==> src/rtl/bin2bcd_seq.sv <==
// rtl/bin2bcd_seq.sv - sequential double-dabble binary to 5-digit BCD converter
//
// Converts a BIN_W-bit binary count into five BCD digits, one input bit per
// clock, for the frequency meter's 7-segment display driver. The digit
// outputs change only on the FINISH edge, so the display never shows a
// partially converted value.
//
// Ports:
//   clk          in   1      system clock, rising edge
//   rst          in   1      asynchronous reset, active-high
//   start        in   1      conversion request, accepted only while busy=0
//   bin          in   BIN_W  binary value, sampled on the accept edge
//   busy         out  1      conversion in progress (SHIFT or FINISH)
//   done         out  1      one-cycle pulse: digits/ovf just updated
//   TenThousand  out  4      BCD ten-thousands digit
//   Thousand     out  4      BCD thousands digit
//   Hundred      out  4      BCD hundreds digit
//   Ten          out  4      BCD tens digit
//   One          out  4      BCD ones digit
//   ovf          out  1      value >= 100000; digits then hold bin mod 100000
module bin2bcd_seq #(
  parameter int BIN_W = 17
) (
  input  logic             clk,
  input  logic             rst,
  input  logic             start,
  input  logic [BIN_W-1:0] bin,
  output logic             busy,
  output logic             done,
  output logic [3:0]       TenThousand,
  output logic [3:0]       Thousand,
  output logic [3:0]       Hundred,
  output logic [3:0]       Ten,
  output logic [3:0]       One,
  output logic             ovf
);

  localparam int CNT_W = 5;

  typedef enum logic [1:0] {
    IDLE   = 2'd0,
    SHIFT  = 2'd1,
    FINISH = 2'd2
  } state_t;

  state_t           state;
  logic [BIN_W-1:0] shreg;
  logic [19:0]      scratch;
  logic [19:0]      adj;
  logic             carry;
  logic [CNT_W-1:0] cnt;

  assign busy = (state != IDLE);

  // Add-3 correction: any digit >= 5 would exceed 9 once doubled, so bias it
  // so that the following left shift carries correctly into the next digit.
  always_comb begin
    adj = scratch;
    for (int i = 0; i < 5; i++) begin
      if (scratch[4*i +: 4] >= 4'd5)
        adj[4*i +: 4] = scratch[4*i +: 4] + 4'd3;
    end
  end

  always_ff @(posedge clk or posedge rst) begin
    if (rst) begin
      state       <= IDLE;
      shreg       <= '0;
      scratch     <= '0;
      carry       <= 1'b0;
      cnt         <= '0;
      done        <= 1'b0;
      ovf         <= 1'b0;
      TenThousand <= 4'h0;
      Thousand    <= 4'h0;
      Hundred     <= 4'h0;
      Ten         <= 4'h0;
      One         <= 4'h0;
    end else begin
      done <= 1'b0;
      case (state)
        IDLE: begin
          if (start) begin
            shreg   <= bin;
            scratch <= '0;
            carry   <= 1'b0;
            cnt     <= '0;
            state   <= SHIFT;
          end
        end
        SHIFT: begin
          // A bit leaving the top corrected digit is worth 100000; dropping it
          // leaves the digits at value mod 100000, and the sticky flag records it.
          scratch <= {adj[18:0], shreg[BIN_W-1]};
          carry   <= carry | adj[19];
          shreg   <= shreg << 1;
          cnt     <= cnt + 1'b1;
          if (cnt == CNT_W'(BIN_W - 1))
            state <= FINISH;
        end
        FINISH: begin
          TenThousand <= scratch[19:16];
          Thousand    <= scratch[15:12];
          Hundred     <= scratch[11:8];
          Ten         <= scratch[7:4];
          One         <= scratch[3:0];
          ovf         <= carry;
          done        <= 1'b1;
          state       <= IDLE;
        end
        default: state <= IDLE;
      endcase
    end
  end

endmodule

==> config.mk <==
export PLATFORM = sky130hd
export DESIGN_NAME = bin2bcd_seq
export DESIGN_NICKNAME = d
export VERILOG_FILES = /design/src/rtl/bin2bcd_seq.sv
export SDC_FILE = /design/constraint.sdc
export NUM_CORES = 1
export LEC_CHECK = 0
export ABC_AREA = 1
export CAP_MARGIN = 20
export CELL_PAD_IN_SITES_DETAIL_PLACEMENT = 1
export CELL_PAD_IN_SITES_GLOBAL_PLACEMENT = 1
export CORE_ASPECT_RATIO = 1.4
export CORE_UTILIZATION = 41
export CTS_BUF_LIST = sky130_fd_sc_hd__clkbuf_4 sky130_fd_sc_hd__clkbuf_8 sky130_fd_sc_hd__clkbuf_16
export CTS_CLUSTER_SIZE = 8
export DETAILED_ROUTE_END_ITERATION = 10
export MAX_ROUTING_LAYER = met4
export PLACE_DENSITY = 0.9
export SLEW_MARGIN = 25
export SYNTH_ARGS = -nofsm -noshare
export SYNTH_HDL_FRONTEND = slang
export SYNTH_SLANG_ARGS = --single-unit
==> constraint.sdc <==
create_clock -name clk -period 2.3 [get_ports clk]
set_input_delay 0.46 -clock clk [delete_from_list [all_inputs] [get_ports clk]]
set_output_delay 0.46 -clock clk [all_outputs]
set_load 0.05 [all_outputs]
Yosys cells after proc, flatten, opt, wreduce, memory -nomap -nowiden

Index checks and enable logic that the tools add are counted.

Flip-flop bits (word level): 67
Bits of input ports: 20
Output and inout port bits: 23
Word-level logic and storage cells: 51

$add $sub $neg: 6
$lt $le $gt $ge: 5
Equality and inequality tests: 5
Multiplexer cells: 17
Bitwise logic cells: 1
Reductions and logical operators: 5

Operators by type and width:

| operator                                                          | count |
|---|---|
| one-hot mux 20 bit (2 select lines)                               | 1 |
| one-hot mux 17 bit (2 select lines)                               | 1 |
| adder 4 x 2 -> 4 bit, second input constant                       | 5 |
| greater-or-equal comparator 4 x 3 -> 1 bit, second input constant | 5 |
| 2-to-1 mux 20 bit                                                 | 1 |
| 2-to-1 mux 4 bit                                                  | 5 |
| 2-to-1 mux 17 bit                                                 | 1 |
| one-hot mux 5 bit (2 select lines)                                | 1 |
| adder 5 x 1 -> 5 bit, second input constant                       | 1 |
| == test 5 bit, second input constant                              | 1 |
| 2-to-1 mux 5 bit                                                  | 1 |
| 2-to-1 mux 2 bit                                                  | 2 |
| inequality test 2 bit, second input constant                      | 2 |
| one-hot mux 2 bit (2 select lines)                                | 1 |
| AND reduction 2 bit                                               | 2 |
| nonzero test 2 bit                                                | 2 |
| == test 2 x 1 -> 1 bit, second input constant                     | 1 |
| == test 2 bit, second input constant                              | 1 |
| logical NOT 2 bit                                                 | 1 |
| 2-to-1 mux 1 bit                                                  | 2 |
| one-hot mux 1 bit (2 select lines)                                | 1 |
| OR 1 bit                                                          | 1 |

Logic depth before layout (Yosys ltp)

Gate-level depths: netlist (run 1).

Word-level depth: 4
Mapped depth: 8
Gate-level depth less buffers: 8

Worst setup path before layout (run 1)

Ideal clock, no wire load.

Path kind: register to output
Start: register state[0]
End: output port busy
Data arrival time: 818 ps
Data required time: 1840 ps
Path slack: 1022 ps
Stages on the path, launching flop included: 3
Path buffers: 0
Cell sequence: dfrtp_1 > nor2_1 > inv_1

Cells in the longest elaborated chain, start to end: 1

RTL lines:

| what                   | line | source |
|---|---|---|
| start, declared        | 46   | `state_t state;` |
| start signal, assigned | 67   | `state <= IDLE;` |
| start signal, assigned | 88   | `state <= SHIFT;` |
| start signal, assigned | 99   | `state <= FINISH;` |
| nonzero test 2 bit     | 53   | `assign busy = (state != IDLE);` |
| end, declared          | 28   | `output logic busy,` |

No other way between the ends.

Final worst setup path (run 1)

Ends and elaborated chain as after synthesis.

==> results.txt, run 1 <==
DP Worst Slack = 0.3966 ns
Peak Freq = 447.5 MHz
CP endpoint kind = output pin
peak supply drop = 558.0 uV
Post-Syn Area = 3234 um^2
ANT nets after route = 0
critical path depth = 3
worst slew pin tran = 0.6263 ns
Routability Congestion = 0.8117
Synth Net Count = 426
antenna violations before repair = 0
Worst-path clk slew = 0.07 ns
final setup margin = 0.06532 ns
I/O pin count = 43
CTS resizes = 0
LEAKAGE = 1.978 nW
CP max stage delay = 0.79 ns
worst r2r dst = shreg[1]
clock buffer depth = 2
layout cells sized above 1 = 0.07207
Syn. warnings = 0
initial core utilization = 0.4199
CP Launch Type = flop
Final Instance Area = 3951 um^2
Compound-Gate Fraction of Synth Area = 0.07157
Cell Pwr Density = 1412 nW/um^2
chip width = 77.07 um
Post-synth EDFFs = 0
DP Area = 3725 um^2
CP delay by family, top = buffers and inverters
area taken by multi-input logic gates = 1303 um^2
Synth area leaders = dfrtp_1 (52%), nand2_1 (17%), nand3_1 (6.7%), ha_1 (4.6%), inv_1 (4.1%)
cts bufs inserted = 9
clock root buffer = clkbuf_8
top_reg_cell synth = dfrtp_1
Min Clock Period, post-route = 2.235 ns
DR WL/cell = 13.94 um
Adder-Cell Fraction of Synth Area = 0.04642
Layout area overhead = 22.17%
fillers = 963
1st-iter DRT viols = 90
run status = complete, no violations
Final period util = 0.9716
first-pass GRT wire length = 13050 um
DRC Markers = 0
largest net degree at the start of global routing = 42
Slew HR = 0.5819
Diodes inserted = 0
largest family of logic cells by synthesized area = simple AND/OR/NAND/NOR gates
GRT Total Usage = 0.2121
row count = 38
Congestion Overflow GR = 0
reg2reg path depth = 6
core box area = 7702 um^2
# hold bufs at CTS = 0
mux share of post-synthesis cell area = 0
WP buf/inv = 2
Final Hold Slack = 0.4013 ns
Post-Route Setup TNS = 0 ns
Initial DRT Pass Iterations = 4
Post-Synth Simple-Gate Area = 0.2847
critical path class = reg -> out
Post-CTS Setup Inserts = 0
Critical Path Source = state[0]
via/cell ratio = 5.114
RSZ-0062 raised after global routing = no
synthesized flop and latch total = 67
clk_lat worst skew = 0.35 ns
Synth cell types = 20
Vias = 2782
Hold Crit Class = in -> async
most frequent cell after synthesis = nand2_1
Final Max Slew Viols = 0
clock skew = 0.006350 ns
number of global-route vias before repair = 2847
max cap viols = 0
Avg Inst Size Synth = 8.209 um^2
dpl hpwl = 5272 um
Layout Nets = 471
Die Ht = 107.1 um
H-tree level count = 3
die area = 8253 um^2
Worst R2R Start = state[1]
Syn Inst Count = 394
post-synth top area share = 0.5184
Setup crit end = busy
WL final = 7583 um
Synth top cells by count = nand2_1 (148), dfrtp_1 (67), nand3_1 (43)
Buffers on Ports = 42
post-synth top area cell = dfrtp_1
Setup violations, final = 0
crit path cell chain = nor2_1, inv_1, clkdlybuf4s50_1
async set or reset register ratio after synthesis = 1.000
total power = 5.579 mW
XOR/XNOR share of the synthesized area = 0
crit-path max FO = 4
sequential element share of the synthesized area = 0.5184
WP data arrival = 1.77 ns
register area = 1677 um^2
CTS tree = yes
Hold Vio Cnt, Final = 0
Clock Sink Count = 67
Slowest cell on crit path = clkdlybuf4s50_1
CP required = 1.84 ns
worst reg-to-reg setup slack = 0.82 ns
state kept, by name, indices dropped and copies added (netlist names):
name	cells
TenThousand	4
done	1
Thousand	4
carry	1
One	4
scratch	20
ovf	1
Ten	4
Hundred	4
cnt	5
shreg	17
state	2
power by group:
part	switching (mW)	internal (mW)
registers	0.342	1.63
clock network	0.450	0.664
logic	1.64	0.845
total	2.43	3.14
final cells by class:
cell class,instances,area share
well taps,100,0.03167
multi-input cells,274,0.3296
inverters,40,0.03800
clock inverters,5,0.01900
flip-flops and latches,67,0.4243
clock buffers,11,0.03832
repair buffers,47,0.1191
through the flow:
| step | util | cells |
|---|---|---|
| finish | 0.5130 | 544 |
| global route | 0.5130 | 544 |
| CTS | 0.5130 | 544 |
| detailed placement | 0.4836 | 528 |
| global placement | 0.4836 | 528 |
| floorplan | - | 394 |
cells in the final DEF (no fill, tap or decap):
cell type,netlist,layout
nor2_1,9,9
o21ai_1,21,21
nor2_4,1,1
o21bai_1,2,2
a21oi_1,1,1
nand2_1,148,148
o22ai_1,1,1
nand2_2,2,2
buf_12,0,1
clkbuf_8,0,11
o21ai_0,20,20
clkdlybuf4s50_1,0,42
nand2_4,1,1
nor2_2,1,1
dfrtp_1,67,67
bufinv_16,0,2
inv_1,35,34
nand3_1,43,43
inv_2,5,6
ha_1,12,12
nand4_1,12,12
buf_4,1,4
clkinv_2,0,3
layer usage:
metal  wire length [um]  global-route usage  vias to the layer above
met5                  0                   -                        -
met1               3182              0.2275                     1357
li1                   -                   -                     1355
met3                157             0.03404                       19
met4                248              0.1253                        0
met2               3993              0.3686                       51
logic make-up after synthesis:
kind of cell / Yosys count
AO/OA/AOI/OAI: 45
buffers and inverters: 53
AND/OR/NAND/NOR: 217
adder cells (fa/ha/maj): 12
flip-flops: 67
how the worst min path moves through the flow:
| stage | from | end | slack [ns] | cells after the start |
|---|---|---|---|---|
| 2_1_floorplan | shreg[0] | shreg[0] | 0.44 | 2 |
| 4_1_cts | rst | cnt[1] | 0.40 | 2 |
| 3_5_place_dp | shreg[0] | shreg[0] | 0.46 | 2 |
| 5_1_grt | rst | cnt[1] | 0.46 | 2 |
| 6_report | rst | cnt[1] | 0.40 | 2 |
| 3_3_place_gp | shreg[0] | shreg[0] | 0.46 | 2 |
(Power assumes the default switching activity.)
==> inputs of run 2 (changes only) <==
--- a/config.mk
+++ b/config.mk
@@ -6,7 +6,6 @@
 export NUM_CORES = 1
 export LEC_CHECK = 0
 export ABC_AREA = 1
-export CAP_MARGIN = 20
 export CELL_PAD_IN_SITES_DETAIL_PLACEMENT = 1
 export CELL_PAD_IN_SITES_GLOBAL_PLACEMENT = 1
 export CORE_ASPECT_RATIO = 1.4
==> results of run 2 <==
The final DEF is identical to that of run 1; final timing and power are the same.
==> inputs of run 3 (changes only) <==
--- a/config.mk
+++ b/config.mk
@@ -8,13 +8,14 @@
 export ABC_AREA = 1
 export CELL_PAD_IN_SITES_DETAIL_PLACEMENT = 1
 export CELL_PAD_IN_SITES_GLOBAL_PLACEMENT = 1
-export CORE_ASPECT_RATIO = 1.4
+export CORE_ASPECT_RATIO = 1.5
 export CORE_UTILIZATION = 41
 export CTS_BUF_LIST = sky130_fd_sc_hd__clkbuf_4 sky130_fd_sc_hd__clkbuf_8 sky130_fd_sc_hd__clkbuf_16
 export CTS_CLUSTER_SIZE = 8
 export DETAILED_ROUTE_END_ITERATION = 10
 export MAX_ROUTING_LAYER = met4
-export PLACE_DENSITY = 0.9
+export PLACE_DENSITY = 0.91
+export SETUP_SLACK_MARGIN = 0.1
 export SLEW_MARGIN = 25
 export SYNTH_ARGS = -nofsm -noshare
 export SYNTH_HDL_FRONTEND = slang
==> run 3 against run 2 <==
  * Clock-buffer cell count grew 3
  * Largest power group unchanged
  * Die area is essentially flat
  * Combinational power grew 2%
  * Sequential power is essentially flat
  * Sequential share of layout area shrank 0.32 points
  * Global-route usage grew 1.6 points
  * Clock power grew 12%
==> results.txt, run 3 (synthesis gave the netlist of run 1 again) <==
run status = complete, no violations
GRT Total Usage = 0.2282
worst slew pin tran = 0.6310 ns
1st-iter DRT viols = 214
max cap viols = 0
fillers = 946
Hold Vio Cnt, Final = 0
largest net degree at the start of global routing = 68
most frequent cells in the layout = nand2_1 (148), dfrtp_1 (67), nand3_1 (43), clkdlybuf4s50_1 (41), inv_1 (34)
Setup violations, final = 0
Largest regs = scratch (20), shreg (17), cnt (5)
initial core utilization = 0.4249
number of global-route vias before repair = 3009
chip width = 74.52 um
clk_lat worst skew = 0.34 ns
CTS resizes = 1
clock skew = 0.004618 ns
Final Max Slew Viols = 0
Cell Pwr Density = 1443 nW/um^2
clock buffer depth = 2
die area = 8255 um^2
WP data arrival = 1.50 ns
Vias = 2772
RSZ-0062 raised after global routing = no
Hold Crit Class = reg -> reg
Clock Sink Count = 67
CTS tree = yes
ANT nets after route = 0
I/O pin count = 43
Initial DRT Pass Iterations = 4
Post-CTS Setup Inserts = 0
Comb power frac = 0.440
crit-path max FO = 2
Largest register FFs = 20
Slew HR = 0.5787
critical path class = reg -> out
LEAKAGE = 1.987 nW
Peak Freq = 510.4 MHz
layout cells sized above 1 = 0.06576
Layout Nets = 470
Buffers on Ports = 42
Post-Route Setup TNS = 0 ns
Switch Pwr = 2.484 mW
WL final = 7959 um
Diodes inserted = 0
Worst-path clk slew = 0.05 ns
final setup margin = 0.3406 ns
first-pass GRT wire length = 13990 um
CP Launch Type = flop
Layout area overhead = 23.09%
CP delay by family, top = buffers and inverters
peak supply drop = 601.5 uV
most common cell after layout, fill and taps aside = nand2_1
Sw Ratio = 0.4324
Final Hold Slack = 0.4776 ns
Internal = 3.261 mW
row count = 39
# hold bufs at CTS = 0
DRC Markers = 0
antenna violations before repair = 0
dpl hpwl = 5250 um
Routability Congestion = 0.7990
CP max stage delay = 0.81 ns
clock share of power = 0.216
DR WL/cell = 14.66 um
sequential share of power = 0.345
Slowest cell on crit path = clkdlybuf4s50_1
crit path cell chain = clkdlybuf4s50_1
CP endpoint kind = output pin
Min Clock Period, post-route = 1.959 ns
Biggest register = scratch
cts bufs inserted = 9
CP required = 1.84 ns
core box area = 7612 um^2
Die Ht = 110.8 um
via/cell ratio = 5.105
WP buf/inv = 1
Final period util = 0.8519
H-tree level count = 3
Congestion Overflow GR = 0
DP Worst Slack = 0.4433 ns
clock root buffer = clkbuf_16
run 3: cell type report:
cell class,instances,area [um^2],share of cell area
multi-input combinational,274,1303,0.3272
clock buffer,14,262.8,0.06600
timing repair buffer,46,461.7,0.1160
inverter,40,150.1,0.03771
tap,102,127.6,0.03206
sequential,67,1677,0.4211
run 3: final timing paths:
| path | startpoint | to | slack, ns | cells after the start |
|---|---|---|---|---|
| worst max-delay path | TenThousand[3] | TenThousand[3] | 0.34 | 1 |
| worst min-delay path | shreg[0] | shreg[0] | 0.48 | 2 |
| worst max register to register | state[1] | TenThousand[3] | 0.86 | 5 |
| worst min register to register | shreg[0] | shreg[0] | 0.48 | 2 |
| max in group asynchronous | rst | One[2] | 1.48 | 3 |
| min in group asynchronous | rst | shreg[13] | 0.50 | 3 |
run 3: metal layers:
| layer | global-route usage | wire length [um] | vias up |
|---|---|---|---|
| li1 | - | - | 1347 |
| met1 | 0.2614 | 3247 | 1365 |
| met2 | 0.3784 | 4346 | 46 |
| met3 | 0.03636 | 164 | 14 |
| met4 | 0.1094 | 200 | 0 |
| met5 | - | 0 | - |
run 3: stage by stage:
stage	instances	utilization	area [um^2]	total power [mW]
floorplan	394	-	3234	3.744
global placement	529	0.4887	3720	4.274
detailed placement	529	0.4887	3720	4.470
CTS	543	0.5230	3981	5.807
global route	543	0.5230	3981	6.203
finish	543	0.5230	3981	5.745
run 3: power by group through the flow:
stage | Combinational (mW) | Sequential (mW) | Clock [mW]
floorplan | 1.50 | 2.24 | 0
global placement | 2.32 | 1.95 | 0
detailed placement | 2.48 | 1.99 | 0
CTS | 2.56 | 1.98 | 1.27
global route | 2.85 | 2.05 | 1.30
finish | 2.53 | 1.98 | 1.24
